`src/rtl/vector_store_unit.sv`:
```
// Vector store unit: captures five lane results and a base address, then writes
// them to data memory one word per cycle at consecutive word addresses while
// stalling the core.
module vector_store_unit #(
    parameter int LANES = 5,
    parameter int WIDTH = 32
) (
    input  logic             clk,
    input  logic             reset,
    input  logic             start,
    input  logic [WIDTH-1:0] base_addr,
    input  logic [WIDTH-1:0] elem_0,
    input  logic [WIDTH-1:0] elem_1,
    input  logic [WIDTH-1:0] elem_2,
    input  logic [WIDTH-1:0] elem_3,
    input  logic [WIDTH-1:0] elem_4,
    input  logic             mem_ready,
    output logic             MemWrite,
    output logic [WIDTH-1:0] DataAdr,
    output logic [WIDTH-1:0] WriteData,
    output logic             busy,
    output logic             stall,
    output logic             done
);

    typedef enum logic [1:0] {
        StIdle,
        StStore,
        StDone
    } state_t;

    localparam logic [2:0] LastIdx = 3'(LANES - 1);

    state_t           state_q, state_d;
    logic [2:0]       idx_q, idx_d;
    logic [WIDTH-1:0] elem_q [LANES];
    logic [WIDTH-1:0] base_q;
    logic             capture;
    logic [WIDTH-1:0] lane_data;

    // State and lane index registers.
    always_ff @(posedge clk or posedge reset) begin
        if (reset) begin
            state_q <= StIdle;
            idx_q   <= 3'd0;
        end else begin
            state_q <= state_d;
            idx_q   <= idx_d;
        end
    end

    // Operand capture; only the latched copies are used during the store.
    always_ff @(posedge clk or posedge reset) begin
        if (reset) begin
            for (int i = 0; i < LANES; i++) begin
                elem_q[i] <= '0;
            end
            base_q <= '0;
        end else if (capture) begin
            elem_q[0] <= elem_0;
            elem_q[1] <= elem_1;
            elem_q[2] <= elem_2;
            elem_q[3] <= elem_3;
            elem_q[4] <= elem_4;
            base_q    <= base_addr;
        end
    end

    // Select the lane currently being written.
    always_comb begin
        lane_data = '0;
        case (idx_q)
            3'd0:    lane_data = elem_q[0];
            3'd1:    lane_data = elem_q[1];
            3'd2:    lane_data = elem_q[2];
            3'd3:    lane_data = elem_q[3];
            3'd4:    lane_data = elem_q[4];
            default: lane_data = '0;
        endcase
    end

    // Next-state logic and outputs.
    always_comb begin
        state_d   = state_q;
        idx_d     = idx_q;
        capture   = 1'b0;
        MemWrite  = 1'b0;
        DataAdr   = '0;
        WriteData = '0;
        busy      = 1'b0;
        stall     = 1'b0;
        done      = 1'b0;
        case (state_q)
            StIdle: begin
                // Stall combinationally so the core freezes in the request cycle.
                stall = start;
                if (start) begin
                    capture = 1'b1;
                    idx_d   = 3'd0;
                    state_d = StStore;
                end
            end
            StStore: begin
                MemWrite  = 1'b1;
                DataAdr   = base_q + (WIDTH'(idx_q) << 2);
                WriteData = lane_data;
                busy      = 1'b1;
                stall     = 1'b1;
                if (mem_ready) begin
                    if (idx_q == LastIdx) begin
                        state_d = StDone;
                    end else begin
                        idx_d = idx_q + 3'd1;
                    end
                end
            end
            StDone: begin
                done    = 1'b1;
                state_d = StIdle;
            end
            default: begin
                state_d = StIdle;
            end
        endcase
    end

endmodule
```
`config.mk`:
```
export PLATFORM = sky130hd
export DESIGN_NAME = vector_store_unit
export DESIGN_NICKNAME = d
export VERILOG_FILES = /design/src/rtl/vector_store_unit.sv
export SDC_FILE = /design/constraint.sdc
export NUM_CORES = 1
export LEC_CHECK = 0
export BUFFER_PORTS_ARGS = -buffer_cell sky130_fd_sc_hd__buf_4
export CORE_MARGIN = 2
export CORE_UTILIZATION = 35
export CTS_BUF_LIST = sky130_fd_sc_hd__clkbuf_4 sky130_fd_sc_hd__clkbuf_8
export DETAILED_ROUTE_END_ITERATION = 10
export HOLD_SLACK_MARGIN = 0.08
export PLACE_DENSITY = 0.66
export SLEW_MARGIN = 20
export SYNTH_ARGS = -nofsm -noshare
export SYNTH_HDL_FRONTEND = slang
export SYNTH_SLANG_ARGS = --single-unit
```
`constraint.sdc`:
```
create_clock -name clk -period 12.9 [get_ports clk]
set_input_delay 1.29 -clock clk [delete_from_list [all_inputs] [get_ports clk]]
set_output_delay 1.29 -clock clk [all_outputs]
set_load 0.01 [all_outputs]
```
Word-level counts from Yosys, hierarchy flattened
Index checks and enable logic that the tools add are counted.
{"block": "word_totals", "register_bits": 197, "in_bits": 196}
{"block": "op_classes", "reduce_logical": 5, "n_mux": 16, "eq_ne": 10, "add_sub_neg": 2}
{"operator": "32-bit case mux with 5 select lines", "n": 1}
{"operator": "32-bit two-way mux", "n": 2}
{"operator": "32-bit by 5-bit adder with 32-bit output", "n": 1}
{"operator": "3-bit two-way mux", "n": 3}
{"operator": "2-bit inequality test (second input constant)", "n": 4}
{"operator": "3-bit by 2-bit == test with 1-bit output (second input constant)", "n": 2}
{"operator": "2-bit two-way mux", "n": 3}
{"operator": "3-bit case mux with 2 select lines", "n": 1}
{"operator": "1-bit two-way mux", "n": 4}
{"operator": "2-bit case mux with 2 select lines", "n": 1}
{"operator": "4-bit AND reduction", "n": 1}
{"operator": "3-bit by 1-bit adder with 3-bit output (second input constant)", "n": 1}
{"operator": "3-bit by 1-bit == test with 1-bit output (second input constant)", "n": 1}
{"operator": "3-bit == test (second input constant)", "n": 1}
{"operator": "3-bit logical NOT", "n": 1}
{"operator": "3-bit AND reduction", "n": 1}
{"operator": "2-bit by 1-bit == test with 1-bit output (second input constant)", "n": 1}
{"operator": "2-bit == test (second input constant)", "n": 1}
{"operator": "2-bit logical NOT", "n": 1}
{"operator": "1-bit case mux with 2 select lines", "n": 1}
{"operator": "2-bit nonzero test", "n": 1}

Longest topological paths before layout
{"block": "logic_depth", "depth_word": 4, "ltp_mapped": 8}

Worst setup path before layout
Ideal clock, no wire load.
{"block": "synth_path", "path_kind": "flip-flop to output port", "startpoint": "register idx_q[0]", "endpoint": "output DataAdr[24]", "arrival_time_ns": 2.308, "slack_ns": 9.302, "stages_incl_launch_ff": 9, "required_ns": 11.610, "cell_sequence": "dfrtp_1 ha_1 inv_1 fa_1 and2b_1 o21ai_0 clkbuf_1 or4_1 a21oi_1"}
{"block": "synth_via", "elab_chain_len": 2}
{"element": "start: declaration", "line": "35", "text": "logic [2:0] idx_q, idx_d;"}
{"element": "start signal: assignment", "line": "48", "text": "idx_q <= idx_d;"}
{"element": "32-bit by 5-bit adder with 32-bit output", "line": "105", "text": "DataAdr = base_q + (WIDTH'(idx_q) << 2);"}
{"element": "32-bit two-way mux", "line": "93", "text": "case (state_q)"}
{"element": "end: declaration", "line": "19", "text": "output logic [WIDTH-1:0] DataAdr,"}
Every way passes these cells.

Worst setup path in the final report
{"block": "layout_path", "startpoint": "register idx_q[2]", "endpoint": "output WriteData[3]"}
{"block": "layout_via", "elab_chain_len": 3, "word_cells_on_any_way": 7}
{"element": "3-bit == test, or another cell as far along", "line": "72", "text": "case (idx_q)"}
{"element": "32-bit case mux with 5 select lines *", "line": "72"}
{"element": "32-bit two-way mux *", "line": "93"}
{"element": "end: declaration", "line": "20", "text": "output logic [WIDTH-1:0] WriteData,"}
Every way passes the cells marked *; elsewhere a longest branch is shown, timed or not.

==> impl_metrics.ini <==
[clocking]
numCtsBuffers = 17
cts_root_buf = clkbuf_8
clockBufferDepth = 2
cts_hold_buf = 0
cts_max_level = 4
clock_sinks = 197
cts_tree = done
cts_resized = 0
post_cts_buffers = 0
path_clk_slew_ps = 120
insertion_delay_ps = 480

[synth]
synth_seq_cells = 197
yosysTopAreaCell = dfrtp_1
synth_nets = 1352
syn_area_um2 = 9305
synth_flop_cell = dfrtp_1
yosys_warnings = 0
synthTopCellsByArea = dfrtp_1 53%, nand2_1 25%, a22oi_1 3.9%, clkbuf_1 2.7%, a31oi_1 1.7%
syn_avg_cell_area_um2 = 8.113
synth_top_area_share_pct = 52.98
async_reset_ff_share_pct = 100.0
synthCells = 1147
yosysSeqAreaShare_pct = 52.98
synth_edf_count = 0
yosysUniqueCellTypes = 46

[critical_path]
path_max_fanout = 33
rr_worst_depth = 5
crit_type = register to output pin
r2r_end = elem_q[5]$_DFFE_PP0P_
critPathCapture = WriteData[3]
rrSetupSlack_ps = 10300
cp.arrival_ps = 3260
end_kind = output pin
cp.required_ps = 11610
r2r_start = state_q[0]$_DFFE_PP0P_
startpoint_type = register
crit_start = idx_q[2]$_DFFE_PP0P_

[layout]
antenna_cells = 0
regArea_um2 = 4930
layout_commonest_cell = nand2_1
areaGrowthSynthToFinish_pct = 28.34
layout-drive-gt1-share_pct = 23.09
layout_common_cells = 614 x nand2_1, 269 x buf_4, 197 x dfrtp_1, 48 x a22oi_1, 25 x a31oi_1
finish.net_count = 1565
nFillCells = 2630
multi_input_area_um2 = 4059

[place]
port_buffers = 263
gp_congestion = 0.8287
dpl.hpwl_um = 19360

[drt]
dr.pass1.iters = 6
wl_per_cell_um = 16.97
drt-initial-drc-count = 696
num_vias = 8575
drc_errors = 0
viasPerCell = 5.020
drtAntennaViolNets = 0
wl_um = 28980

[sta]
fin_crit_sh_pct = 35.26
fin_skew_ps = 15.88
fin_tns_setup_ps = 0
rsz0062_at_grt = no
fmax_mhz = 219.8
hold_viol = 0
worstMarginPinSlew_ps = 1119
layout_min_cycle_time_ps = 4549
finalMaxSlewViolations = 0
slew_headroom_pct = 25.24
setup_viol = 0

[die]
die_w_um = 167.1
die_height_um = 167.1
fp-row-count = 59
core_area_um2 = 26060
initial_utilization_pct = 35.71
die_area_um2 = 27910
num_io_pins = 264

[run_status]
outcome = completed

[worst_hold_path]
hold_path.class = register to register

[grt]
overflow = 0
track_usage_pct = 20.68
grt_pass1_wl_um = 45810
grt_max_degree = 119
antenna_found_initial = 3
grt_pass1_vias = 8384

[power_and_ir_drop]
power.leakage_nw = 6.133
ir_worst_vdd_v = 0.0001118
p_total_mw = 2.649
p_per_area_nw_per_um2 = 221.8

[job]
drv_cap = 0
## sequential cells by signal, indices dropped and copies added (netlist names)
signal	count
base_q	32
elem_q	160
idx_q	3
state_q	2
## power breakdown
part,total (mW),internal (mW),switching (mW),leakage [nW]
combinational,1.14,0.472,0.665,3.47
sequential,1.09,0.899,0.194,2.46
clock,0.419,0.155,0.263,0.210
total,2.65,1.53,1.12,6.13
## metal layers
| metal | part of all wire [%] | routed length [µm] | GRT usage [%] | up-vias |
|---|---|---|---|---|
| met3 | 6.5 | 1877 | 5.299 | 46 |
| met1 | 44 | 12640 | 27.64 | 4097 |
| met2 | 47 | 13700 | 33.06 | 249 |
| met5 | 0.13 | 38 | 0 | - |
| met4 | 2.5 | 728 | 6.409 | 6 |
| li1 | - | - | - | 4177 |
## final cells by class
type / instances / area share, %
clock buffer: 18 / 2.074
clock inverter: 14 / 1.446
inverter: 13 / 0.4715
multi-input combinational: 860 / 33.99
sequential: 197 / 41.28
tap: 335 / 3.510
timing repair buffer: 271 / 17.23
## how the worst min path moves through the flow
stage / cells past startpoint / endpoint / start / slack, ps
2_1_floorplan: 2 / base_q[0]$_DFFE_PP0P_ / base_q[0]$_DFFE_PP0P_ / 440
6_report: 2 / base_q[1]$_DFFE_PP0P_ / base_q[1]$_DFFE_PP0P_ / 480
4_1_cts: 2 / base_q[1]$_DFFE_PP0P_ / base_q[1]$_DFFE_PP0P_ / 480
3_3_place_gp: 2 / base_q[1]$_DFFE_PP0P_ / base_q[1]$_DFFE_PP0P_ / 460
5_1_grt: 2 / elem_q[66]$_DFFE_PP0P_ / elem_q[66]$_DFFE_PP0P_ / 510
3_5_place_dp: 2 / base_q[1]$_DFFE_PP0P_ / base_q[1]$_DFFE_PP0P_ / 460
## critical path, stage by stage, from the launching register on
cell and delay, ps:
dfrtp_1 570, clkinv_1 390, ha_2 610, o41ai_2 410, buf_4 470, a21oi_1 150, buf_4 180
## cell usage after synthesis (11+ instances only)
library cell	instances
o21ai_0	14
clkbuf_1	66
a31oi_1	25
a22oi_1	48
inv_1	12
a21oi_1	24
o31ai_1	11
nand2_1	615
nor2_1	15
dfrtp_1	197
or4_1	12
## metrics by stage
| stage | cell area (µm²) | worst slack (ps) | instances | hold slack [ps] | utilization [%] |
|---|---|---|---|---|---|
| floorplan | 9305 | 6241 | 1147 | 437.4 | - |
| CTS | 11910 | 8295 | 1707 | 484.6 | 45.71 |
| global route | 11940 | 8130 | 1708 | 506.9 | 45.83 |
| finish | 11940 | 8351 | 1708 | 479.1 | 45.83 |
| global placement | 11490 | 8873 | 1675 | 455.7 | 44.10 |
| detailed placement | 11490 | 8845 | 1675 | 458.8 | 44.10 |
## cells by family (layout without fill, tap and decap cells)
| logic type | count (synthesis) | in the layout | synth area share [%] |
|---|---|---|---|
| AO/OA/AOI/OAI | 148 | 148 | 10.97 |
| XOR/XNOR | 8 | 8 | 0.7529 |
| adder cells (fa/ha/maj) | 9 | 9 | 1.291 |
| buffers and inverters | 90 | 316 | 3.765 |
| flip-flops | 197 | 197 | 52.98 |
| multiplexers | 3 | 3 | 0.3227 |
| AND/OR/NAND/NOR | 692 | 692 | 29.92 |
Note: power is estimated with default switching activity, not from simulation.
